--- src/rtl/dsm_sample_scheduler_if.sv ---
`default_nettype none
// ---------------------------------------------------------------------------
// dsm_sample_scheduler_if : stereo sample valid/ready stream into the scheduler
// Revision: 1.0
// ---------------------------------------------------------------------------
interface dsm_sample_scheduler_if #(
   parameter int MSB = 16
);
   logic [2*MSB-1:0] S_DATA;
   logic             S_VALID;
   logic             S_READY;

   modport master (output S_DATA, output S_VALID, input S_READY);
   modport slave  (input S_DATA, input S_VALID, output S_READY);
endinterface
`default_nettype wire

--- src/rtl/dsm_sample_scheduler.sv ---
`default_nettype none
// ---------------------------------------------------------------------------
// dsm_sample_scheduler : FIFO-buffered, divider-paced stereo feed for DSM DACs.
// Optional soft mute ramp: define DSM_SCHED_SOFT_MUTE_EN.   Revision: 1.0
// ---------------------------------------------------------------------------
module dsm_sample_scheduler #(
   parameter int MSB        = 16,
   parameter int OSR_DIV    = 256,
   parameter int FIFO_DEPTH = 4,
   parameter int RAMP_SHIFT = 8
) (
   input  wire logic                          CLK,
   input  wire logic                          RESET,
   input  wire logic                          ENABLE,
   dsm_sample_scheduler_if.slave              s_bus,
   output logic [MSB-1:0]                     DAC_L,
   output logic [MSB-1:0]                     DAC_R,
   output logic                               SAMPLE_TICK,
   output logic                               UNDERRUN,
   output logic [1:0]                         STATE,
   output logic [$clog2(FIFO_DEPTH):0]        FIFO_LEVEL
);
   localparam int c_PW = $clog2(FIFO_DEPTH);
   localparam int c_LW = c_PW + 1;
   localparam int c_DW = $clog2(OSR_DIV);

   localparam logic [1:0] c_ST_IDLE   = 2'd0;
   localparam logic [1:0] c_ST_PRIME  = 2'd1;
   localparam logic [1:0] c_ST_RUN    = 2'd2;
   localparam logic [1:0] c_ST_STARVE = 2'd3;

   localparam logic [MSB-1:0]  c_MID      = {1'b1, {(MSB-1){1'b0}}};
   localparam logic [MSB-1:0]  c_STEP     = MSB'(1) << RAMP_SHIFT;
   localparam logic [c_LW-1:0] c_DEPTH    = c_LW'(FIFO_DEPTH);
   localparam logic [c_LW-1:0] c_HALF     = c_LW'(FIFO_DEPTH / 2);
   localparam logic [c_DW-1:0] c_DIV_LAST = c_DW'(OSR_DIV - 1);

   logic [1:0]       r_state, w_state_nxt;
   logic [c_LW-1:0]  r_level;
   logic [c_PW-1:0]  r_wr_ptr, r_rd_ptr;
   logic [2*MSB-1:0] r_mem [FIFO_DEPTH];
   logic [c_DW-1:0]  r_div;
   logic             r_underrun;
   logic             w_ready, w_push, w_pop, w_tick, w_underrun, w_div_run;

   // One step of the mute ramp toward mid-scale, landing exactly on it.
   function automatic logic [MSB-1:0] f_ramp(input logic [MSB-1:0] x);
      logic [MSB-1:0] d;
      if (x > c_MID) begin
         d      = x - c_MID;
         f_ramp = (d <= c_STEP) ? c_MID : x - c_STEP;
      end else begin
         d      = c_MID - x;
         f_ramp = (d <= c_STEP) ? c_MID : x + c_STEP;
      end
   endfunction

   assign w_ready    = (r_state != c_ST_IDLE) && (r_level < c_DEPTH);
   assign w_push     = s_bus.S_VALID && w_ready && ENABLE;
   assign w_tick     = (r_div == c_DIV_LAST);
   assign w_pop      = ENABLE && (r_state == c_ST_RUN) && w_tick && (r_level != '0);
   assign w_underrun = ENABLE && (r_state == c_ST_RUN) && w_tick && (r_level == '0);

`ifdef DSM_SCHED_SOFT_MUTE_EN
   logic w_at_mid, w_ramp;
   assign w_at_mid  = (DAC_L == c_MID) && (DAC_R == c_MID);
   // The divider keeps pacing the ramp after ENABLE falls until both channels settle.
   assign w_div_run = (r_state == c_ST_RUN) || (r_state == c_ST_STARVE) ||
                      ((r_state == c_ST_IDLE) && !w_at_mid);
   assign w_ramp    = w_tick && ((r_state == c_ST_IDLE) || (r_state == c_ST_STARVE) ||
                                 w_underrun || !ENABLE);
`else
   assign w_div_run = ENABLE && ((r_state == c_ST_RUN) || (r_state == c_ST_STARVE));
`endif

   always_comb begin
      w_state_nxt = r_state;
      case (r_state)
`ifdef DSM_SCHED_SOFT_MUTE_EN
         c_ST_IDLE:   if (ENABLE && w_at_mid) w_state_nxt = c_ST_PRIME;
`else
         c_ST_IDLE:   if (ENABLE) w_state_nxt = c_ST_PRIME;
`endif
         c_ST_PRIME:  if (r_level >= c_HALF) w_state_nxt = c_ST_RUN;
         c_ST_RUN:    if (w_tick && (r_level == '0)) w_state_nxt = c_ST_STARVE;
         c_ST_STARVE: if (w_tick && (r_level >= c_HALF)) w_state_nxt = c_ST_RUN;
         default:     w_state_nxt = c_ST_IDLE;
      endcase
      if (!ENABLE) w_state_nxt = c_ST_IDLE;
   end

   always_ff @(posedge CLK) begin
      if (RESET) begin
         r_state    <= c_ST_IDLE;
         r_underrun <= 1'b0;
         r_div      <= '0;
      end else begin
         r_state    <= w_state_nxt;
         r_underrun <= w_underrun;
         if (w_div_run) r_div <= w_tick ? '0 : r_div + c_DW'(1);
         else           r_div <= '0;
      end
   end

   // Dropping ENABLE flushes the queue, discarding any handshake in that cycle.
   always_ff @(posedge CLK) begin
      if (RESET || !ENABLE) begin
         r_wr_ptr <= '0;
         r_rd_ptr <= '0;
         r_level  <= '0;
      end else begin
         if (w_push) r_wr_ptr <= r_wr_ptr + c_PW'(1);
         if (w_pop)  r_rd_ptr <= r_rd_ptr + c_PW'(1);
         case ({w_push, w_pop})
            2'b10:   r_level <= r_level + c_LW'(1);
            2'b01:   r_level <= r_level - c_LW'(1);
            default: r_level <= r_level;
         endcase
      end
   end

   always_ff @(posedge CLK) begin
      if (w_push) r_mem[r_wr_ptr] <= s_bus.S_DATA;
   end

   always_ff @(posedge CLK) begin
      if (RESET) begin
         DAC_L <= c_MID;
         DAC_R <= c_MID;
      end else if (w_pop) begin
         DAC_L <= r_mem[r_rd_ptr][2*MSB-1:MSB];
         DAC_R <= r_mem[r_rd_ptr][MSB-1:0];
`ifdef DSM_SCHED_SOFT_MUTE_EN
      end else if (w_ramp) begin
         DAC_L <= f_ramp(DAC_L);
         DAC_R <= f_ramp(DAC_R);
`else
      end else if (!ENABLE || (r_state == c_ST_IDLE) || (r_state == c_ST_STARVE) || w_underrun) begin
         DAC_L <= c_MID;
         DAC_R <= c_MID;
`endif
      end
   end

   assign s_bus.S_READY = w_ready;
   assign SAMPLE_TICK   = w_tick;
   assign UNDERRUN      = r_underrun;
   assign STATE         = r_state;
   assign FIFO_LEVEL    = r_level;
endmodule
`default_nettype wire

--- src/flat_wrapper.sv ---
// flat-port wrapper written by rule: the top's interface ports become plain ports
module dsm_sample_scheduler_flat 
#(
   parameter int MSB        = 16,
   parameter int OSR_DIV    = 256,
   parameter int FIFO_DEPTH = 4,
   parameter int RAMP_SHIFT = 8
)
  (CLK, RESET, ENABLE, DAC_L, DAC_R, SAMPLE_TICK, UNDERRUN, STATE, FIFO_LEVEL, s_bus_S_DATA, s_bus_S_VALID, s_bus_S_READY);
  dsm_sample_scheduler_if #(.MSB(MSB)) s_bus_i ();
  input  wire logic CLK;
  input  wire logic RESET;
  input  wire logic ENABLE;
  output logic [MSB-1:0] DAC_L;
  output logic [MSB-1:0] DAC_R;
  output logic SAMPLE_TICK;
  output logic UNDERRUN;
  output logic [1:0] STATE;
  output logic [$clog2(FIFO_DEPTH):0] FIFO_LEVEL;
  input wire logic [$bits(s_bus_i.S_DATA)-1:0] s_bus_S_DATA;
  input wire logic [$bits(s_bus_i.S_VALID)-1:0] s_bus_S_VALID;
  output wire logic [$bits(s_bus_i.S_READY)-1:0] s_bus_S_READY;
  assign s_bus_i.S_DATA = s_bus_S_DATA;
  assign s_bus_i.S_VALID = s_bus_S_VALID;
  assign s_bus_S_READY = s_bus_i.S_READY;
  dsm_sample_scheduler #(.MSB(MSB), .OSR_DIV(OSR_DIV), .FIFO_DEPTH(FIFO_DEPTH), .RAMP_SHIFT(RAMP_SHIFT)) u_core (.CLK(CLK), .RESET(RESET), .ENABLE(ENABLE), .s_bus(s_bus_i), .DAC_L(DAC_L), .DAC_R(DAC_R), .SAMPLE_TICK(SAMPLE_TICK), .UNDERRUN(UNDERRUN), .STATE(STATE), .FIFO_LEVEL(FIFO_LEVEL));
endmodule
--- config.mk ---
export PLATFORM = sky130hd
export DESIGN_NAME = dsm_sample_scheduler_flat
export DESIGN_NICKNAME = d
export VERILOG_FILES = /design/src/rtl/dsm_sample_scheduler_if.sv /design/src/rtl/dsm_sample_scheduler.sv /design/src/flat_wrapper.sv
export SDC_FILE = /design/constraint.sdc
export NUM_CORES = 1
export LEC_CHECK = 0
export CAP_MARGIN = 20
export CORE_MARGIN = 2
export CORE_UTILIZATION = 45
export CTS_BUF_LIST = sky130_fd_sc_hd__clkbuf_8
export DETAILED_ROUTE_END_ITERATION = 12
export PLACE_DENSITY = 0.67
export SKIP_LAST_GASP = 1
export SLEW_MARGIN = 10
export SYNTH_ARGS = -nofsm -noshare
export SYNTH_HDL_FRONTEND = slang
export SYNTH_SLANG_ARGS = --single-unit
export TNS_END_PERCENT = 50
--- constraint.sdc ---
create_clock -name CLK -period 2.3 [get_ports CLK]
set_input_delay 0.23 -clock CLK [delete_from_list [all_inputs] [get_ports CLK]]
set_output_delay 0.23 -clock CLK [all_outputs]
set_load 0.05 [all_outputs]
==> metrics.md, run 1 <==
| Metric | Value |
|---|---|
| CTS tree | built |
| Fin crit share | ~92% |
| GP Congestion | 0.731 |
| CTS Root Cell | clkbuf_8 |
| Inserted Clock Buffers | 17 |
| Final hold violations | 0 |
| Post-cts resize count | 0 |
| Final WL | 12,400 microns |
| Adder-Cell Fraction of Synth Area | about 1.4% |
| Seq/Total Area, Yosys | 73.2% |
| Initial Utilization | roughly 46% |
| Largest family of logic cells by synthesized area | multiplexers |
| Xor/xnor share of the synthesized area | 1.44% |
| Worst Hold Class | input port to flip-flop |
| Sinks on Clock Net | 180 |
| WL met3 | between 500 and 600 microns |
| Highest routed layer | met4 |
| Setup violations, final | 0 |
| Ratio of cells with drive above 1 in the final layout | a little over a fifth |
| Ys flop type | edfxtp_1 |
| WP data required | roughly 2.7 ns |
| Antenna Cells | 0 |
| Antenna violations before repair | 0 |
| Mux share of post-synthesis cell area | 11.1% |
| Max_slew headroom | 64.1% |
| Vias in the first global route | about 3,600 |
| DRC Markers | 0 |
| Initial drt markers | 345 |
| CTS H-Tree Depth | 4 |
| Wire length per cell | 18.7 microns |
| Number of synthesized register bits | 180 |
| Final nets | 508 |
| First-pass detailed-route iteration total | 4 |
| Slew Viols, Final | 0 |
| CP max stage delay | 0.42 ns |
| DR vias/cell | 5.27 |
| Synth Area in Compound Gates | 5.08% |
| Cell variety after synth | 36 |
| Hpwl dp | just over 7000 microns |
| Synth Area per Inst | ~18 sq um |
| Crit path capture type | flip-flop |
| Post-route ant nets | 0 |
| Max Fclk | approximately 470 MHz |
| Buffers and inverters on the worst path | 0 |
| Max VDD drop | around 0.4 mV |
| CP Launch Type | flip-flop |
| Worst-path maximum fanout | 8 |
| Setup_tns | 0 ns |
| Clk buf depth | 2 |
| Skew final | 0.0165 ns |
| First-pass GRT wire length | 19,700 microns |
| Skew-Pair Late Insertion Delay | 0.45 ns |
| Post-synth ARST share | 0% |
| Clk slew on worst S/H paths | 0.08 ns |
| Reg2Reg Setup Slack | 0.18 ns |
| Status | completed |
| Die Wd | 126 microns |
| Ports | 76 |
| Synth-to-Final Area Change | 21.6% |
| Critical-path cell list | nor3_1 -> nor4_4 -> ha_4 -> fa_1 -> xnor2_1 -> or3_1 -> a21oi_1 |
| Delay-heaviest family, CP | simple AND/OR/NAND/NOR gates |
| Total GRT Usage | between 15 and 20% |
| Synth Area in Simple Gates | 5.70% |
| Die area | 0.0158 sq mm |
| WP data arrival | roughly 2.5 ns |
| Slew of the pin with the lowest slew margin | 0.537 ns |
| RSZ-0062 raised after global routing | false |
| Core box area | about 0.015 sq mm |
| Synthesized net count | roughly 420 |
| Num rows | 44 |
| GR Overflow Total | 0 |
| IO Port Bufs | 75 |
| Met2 WL post-DR | 6340 microns |
| Power Dens Cells | 686 mW/mm^2 |
| Placed Area | 0.00775 sq mm |
| Mapped cell area | 0.00667 sq mm |
| Critical path's slowest cell | nor3_1 |
| Wire length on met1 | 5390 microns |
| Setup bufs post-CTS | 0 |
| Largest net degree at the start of global routing | 36 |
| Synth Warn # | 0 |
| Crit Path Class | flip-flop to flip-flop |
| Mapped Cells | about 380 |
| Die height | 126 microns |
| Tmin final | 2.12 ns |
| Max-cap violations | 0 |
| Static leakage | around 0.0026 uW |
| Vias post-DR | 3,487 |
| CTS Hold Bufs | 0 |
| Fin area | 0.00812 sq mm |
| Number of synthesized flops with an enable pin | 128 |
| Fill cells | 1,184 |
-- routing by layer --
metal | vias to the layer above | track usage, %
met4 | 0 | 6.21
met5 | - | 0
li1 | 1629 | -
met2 | 79 | 27.6
met1 | 1769 | 21.2
met3 | 10 | 4.08
-- cell type report --
class / instances / area [sq um] / area share [%]
Clock buffer: 21 / 289 / 3.56
Clock inverter: 11 / 80.1 / 0.987
Inverter: 8 / 30.0 / 0.370
Multi-Input combinational cell: 171 / 1670 / 20.6
Sequential cell: 180 / 4900 / 60.3
Tap cell: 184 / 230 / 2.84
Timing Repair Buffer: 87 / 921 / 11.3
-- power by group --
group | switching, uW | leakage (uW) | internal, uW
Combinational | 79.2 | 0.000825 | 75.7
Sequential | 5.16 | 0.00158 | 3470
Clock | 1070 | 0.000191 | 865
-- metrics by stage --
stage               cells  setup slack (ns)  hold slack (ns)  total power (uW)  util [%]
CTS                   662             0.169            0.118              5650      55.8
finish                662             0.177            0.147              5570      55.8
detailed placement    630           -0.0918            0.479              3710      53.3
global placement      630           0.00965            0.443              3710      53.3
floorplan             379            0.0169            0.329              3600         -
global route          662            0.0372            0.152              5780      55.8
-- worst min-delay path: cells and delay by family --
family	cells	cell delay [ns]
buf+inv	1	0.10
simple gates	3	0.20
-- sequential cells by signal, summed over array words and instances (netlist names), named ones only --
register and cells:
u_core.DAC_L 16, u_core.STATE 2, u_core.FIFO_LEVEL 3, u_core.r_wr_ptr 2, u_core.DAC_R 16, u_core.r_mem 128, u_core.r_rd_ptr 2, u_core.r_div 8
u_core.UNDERRUN 1
-- synth_stat cells (all sizes together) (2+ instances only) --
cell type / n / area share [%]
nor2b: 5 / 0.47
a21oi: 2 / 0.15
o21bai: 2 / 0.22
a22oi: 30 / 4.0
clkbuf: 11 / 0.62
edfxtp: 128 / 58
and2: 5 / 0.47
nor3: 3 / 0.30
mux4: 32 / 11
nand3: 2 / 0.15
xor2: 5 / 0.66
inv: 8 / 0.45
mux2i: 2 / 0.30
buf: 9 / 0.96
ha: 6 / 1.1
nand4: 4 / 0.47
nand2: 6 / 0.34
xnor2: 6 / 0.79
nor2: 48 / 2.7
dfxtp: 52 / 16
o21ai: 2 / 0.15
-- final timing paths --
path,start,end,cells after the start
worst max-delay path,u_core.FIFO_LEVEL[2],u_core.FIFO_LEVEL[2],7
worst min-delay path,RESET,flip-flop,4
worst max register to register,u_core.FIFO_LEVEL[2],u_core.FIFO_LEVEL[2],7
worst min register to register,u_core.r_div[0],u_core.r_div[0],1
-- cells in the final DEF (no fill, tap or decap), types with 6 or more instances in the layout --
cell type / netlist / layout
edfxtp_1: 128 / 128
clkdlybuf4s50_1: 0 / 73
nor2_1: 48 / 48
dfxtp_1: 52 / 45
mux4_2: 32 / 32
a22oi_1: 22 / 22
clkbuf_8: 0 / 21
inv_1: 8 / 10
a22oi_2: 8 / 8
buf_12: 0 / 7
nand2_1: 6 / 6
xnor2_1: 6 / 6
dfxtp_2: 0 / 6
buf_4: 0 / 6
-- cells by family (layout without fill, tap and decap cells) --
family / Yosys count / after routing
and+or+nand+nor: 79 / 79
adders and majority gates: 7 / 7
muxes: 34 / 34
AOI/OAI and AO/OA: 40 / 40
xor gates and xnor gates: 11 / 11
buffers and inverters: 28 / 127
DFF: 180 / 180
Power figures use the tool's default switching activity.
==> inputs of run 2 (changes only) <==
--- a/config.mk
+++ b/config.mk
@@ -11,6 +11,7 @@
 export CTS_BUF_LIST = sky130_fd_sc_hd__clkbuf_8
 export DETAILED_ROUTE_END_ITERATION = 12
 export PLACE_DENSITY = 0.67
+export RECOVER_POWER = 50
 export SKIP_LAST_GASP = 1
 export SLEW_MARGIN = 10
 export SYNTH_ARGS = -nofsm -noshare
==> run 2 against run 1 <==
- maximum frequency about the same
- flip-flop and latch count unchanged
- cell area decreased by 0.66%
- count of clock-buffer cells in the layout unchanged
- critical path type unchanged
- critical endpoint unchanged
==> metrics.md, run 2 (synthesis results as in run 1) <==
| Metric | Value |
|---|---|
| Num rows | 44 |
| Setup crit start | u_core.FIFO_LEVEL[2] |
| Setup violations, final | 0 |
| Wire length per cell | between 15 and 20 microns |
| Worst Hold Class | input port to flip-flop |
| Ports | between 70 and 80 |
| Die height | around 130 microns |
| RSZ-0062 raised after global routing | false |
| Regs by FF count | u_core.r_mem (128), u_core.DAC_L (16), u_core.DAC_R (16) |
| Slack of the critical path | about 0.18 ns |
| WP data arrival | 2.49 ns |
| Hpwl dp | 7180 microns |
| Reg2Reg Depth | 7 |
| First-pass GRT wire length | 19,700 microns |
| Placed cell count | 630 |
| Max-cap violations | 0 |
| Tmin final | 2.12 ns |
| Slew of the pin with the lowest slew margin | 0.586 ns |
| Buffers and inverters on the worst path | 0 |
| Most used cells in the layout excluding fill and tap cells | 128 x edfxtp_1, 48 x nor2_1, 45 x dfxtp_1, 40 x clkdlybuf4s50_1, 33 x dlygate4sd3_1 |
| Final hold violations | 0 |
| WP data required | approximately 2.7 ns |
| Fill cells | about 1,200 |
| CTS Root Cell | clkbuf_8 |
| Slew Viols, Final | 0 |
| Critical path's slowest cell | nor3_1 |
| Final WL | 12,300 microns |
| Reg2Reg Setup Slack | 0.18 ns |
| Max FFs per register | 128 |
| GP Congestion | 0.731 |
| Critical Path Stages | 7 |
| GR Overflow Total | 0 |
| Delay-heaviest family, CP | simple AND/OR/NAND/NOR gates |
| Clk buf depth | 2 |
| RR Startpoint | u_core.FIFO_LEVEL[2] |
| Inserted Clock Buffers | 17 |
| CP max stage delay | 0.42 ns |
| Antenna violations before repair | 1 |
| Largest net degree at the start of global routing | 36 |
| Synth-to-Final Area Change | 20.8% |
| Placed Area | 0.00775 sq mm |
| Critical-path cell list | nor3_1 -> nor4_4 -> ha_4 -> fa_1 -> xnor2_1 -> or3_1 -> a21oi_1 |
| Initial drt markers | 342 |
| DRC Markers | 0 |
| Final std cells w/o fill | 662 |
| Clk slew on worst S/H paths | 0.08 ns |
| Static leakage | 0.00258 uW |
| Post-cts resize count | 0 |
| Ratio of cells with drive above 1 in the final layout | roughly a fifth |
| Setup_tns | 0 ns |
| First-pass detailed-route iteration total | 5 |
| Critical Path Sink | u_core.FIFO_LEVEL[2] |
| Worst reg2reg endpoint | u_core.FIFO_LEVEL[2] |
| CTS Hold Bufs | 0 |
| Skew-Pair Late Insertion Delay | about 0.45 ns |
| Skew final | 0.0133 ns |
| Min-Delay Startpoint | RESET |
| Max VDD drop | about 0.4 mV |
| Total GRT Usage | 16.6% |
| Vias in the first global route | around 3,600 |
| Most common cell after layout, fill and taps aside | edfxtp_1 |
| Crit path capture type | flip-flop |
| Antenna Cells | 0 |
| Post-route ant nets | 0 |
| Max_slew headroom | 60.9% |
| Status | completed |
| Initial Utilization | 45.9% |
| CP Launch Type | flip-flop |
| Die area | roughly 0.016 sq mm |
| Sinks on Clock Net | 180 |
| DR vias/cell | about 5.3 |
| Reg with most FFs | u_core.r_mem |
| Die Wd | 126 microns |
| Max Fclk | 471 MHz |
| Fin crit share | 92.3% |
| Final design utilization | roughly 55% |
| Fin area | 0.00806 sq mm |
| Place WS | -0.0918 ns |
| Final nets | about 510 |
| Setup bufs post-CTS | 0 |
| CTS tree | built |
| CTS H-Tree Depth | 4 |
| IO Port Bufs | 75 |
| Vias post-DR | roughly 3,500 |
| Core box area | 0.0145 sq mm |
| Power Dens Cells | 689 mW/mm^2 |
| Worst-path maximum fanout | 8 |
| Crit Path Class | flip-flop to flip-flop |
## run 2: cell types whose count changed in the layout (fill, tap and decap cells not counted), sizes merged
| cell | previous run | this run |
|---|---|---|
| clkbuf | 21 | 26 |
| buf | 14 | 9 |
| clkdlybuf4s50 | 73 | 40 |
| dlygate4sd3 | 0 | 33 |
## run 2: metal layers
| metal | track usage [%] | wire length (microns) | vias up |
|---|---|---|---|
| li1 | - | - | 1631 |
| met1 | 21.2 | 5230 | 1788 |
| met2 | 27.6 | 6400 | 83 |
| met3 | 4.08 | 519 | 14 |
| met4 | 6.21 | 158 | 2 |
| met5 | 0 | 13 | - |
## run 2: area by class of cell
type,count,area [sq um],share of cell area (%)
sequential,180,4900,60.7
multi-input combinational,171,1670,20.7
timing repair buffer,87,867,10.8
clock buffer,21,289,3.59
tap,184,230,2.86
clock inverter,11,80.1,0.993
inverter,8,30.0,0.372
## run 2: worst min-delay path by stage
| stage | end | slack [ns] | cells after the start |
|---|---|---|---|
| global route | flip-flop | 0.15 | 4 |
| global placement | u_core.r_div[0] | 0.44 | 1 |
| detailed placement | u_core.r_div[0] | 0.48 | 1 |
| finish | flip-flop | 0.15 | 4 |
| CTS | flip-flop | 0.12 | 4 |
| floorplan | u_core.r_mem[0][0] | 0.33 | 0 |
## run 2: worst reg2reg max path, stage by stage, from the launching register on
cell	delay, ns
dfxtp_2	0.37
nor3_1	0.42
nor4_4	0.10
ha_4	0.18
fa_1	0.38
xnor2_1	0.15
or3_1	0.31
a21oi_1	0.13
## run 2: power by group
part           internal [uW]  leakage, uW  switching (uW)
sequential              3470      0.00158            5.12
clock                    864     0.000191            1070
combinational           62.5     0.000817            78.8
## run 2: metrics by stage
step           hold slack, ns  power (uW)
2_1_floorplan           0.329        3600
5_1_grt                 0.152        5770
3_5_place_dp            0.479        3710
6_report                0.147        5550
3_3_place_gp            0.443        3710
4_1_cts                 0.118        5650
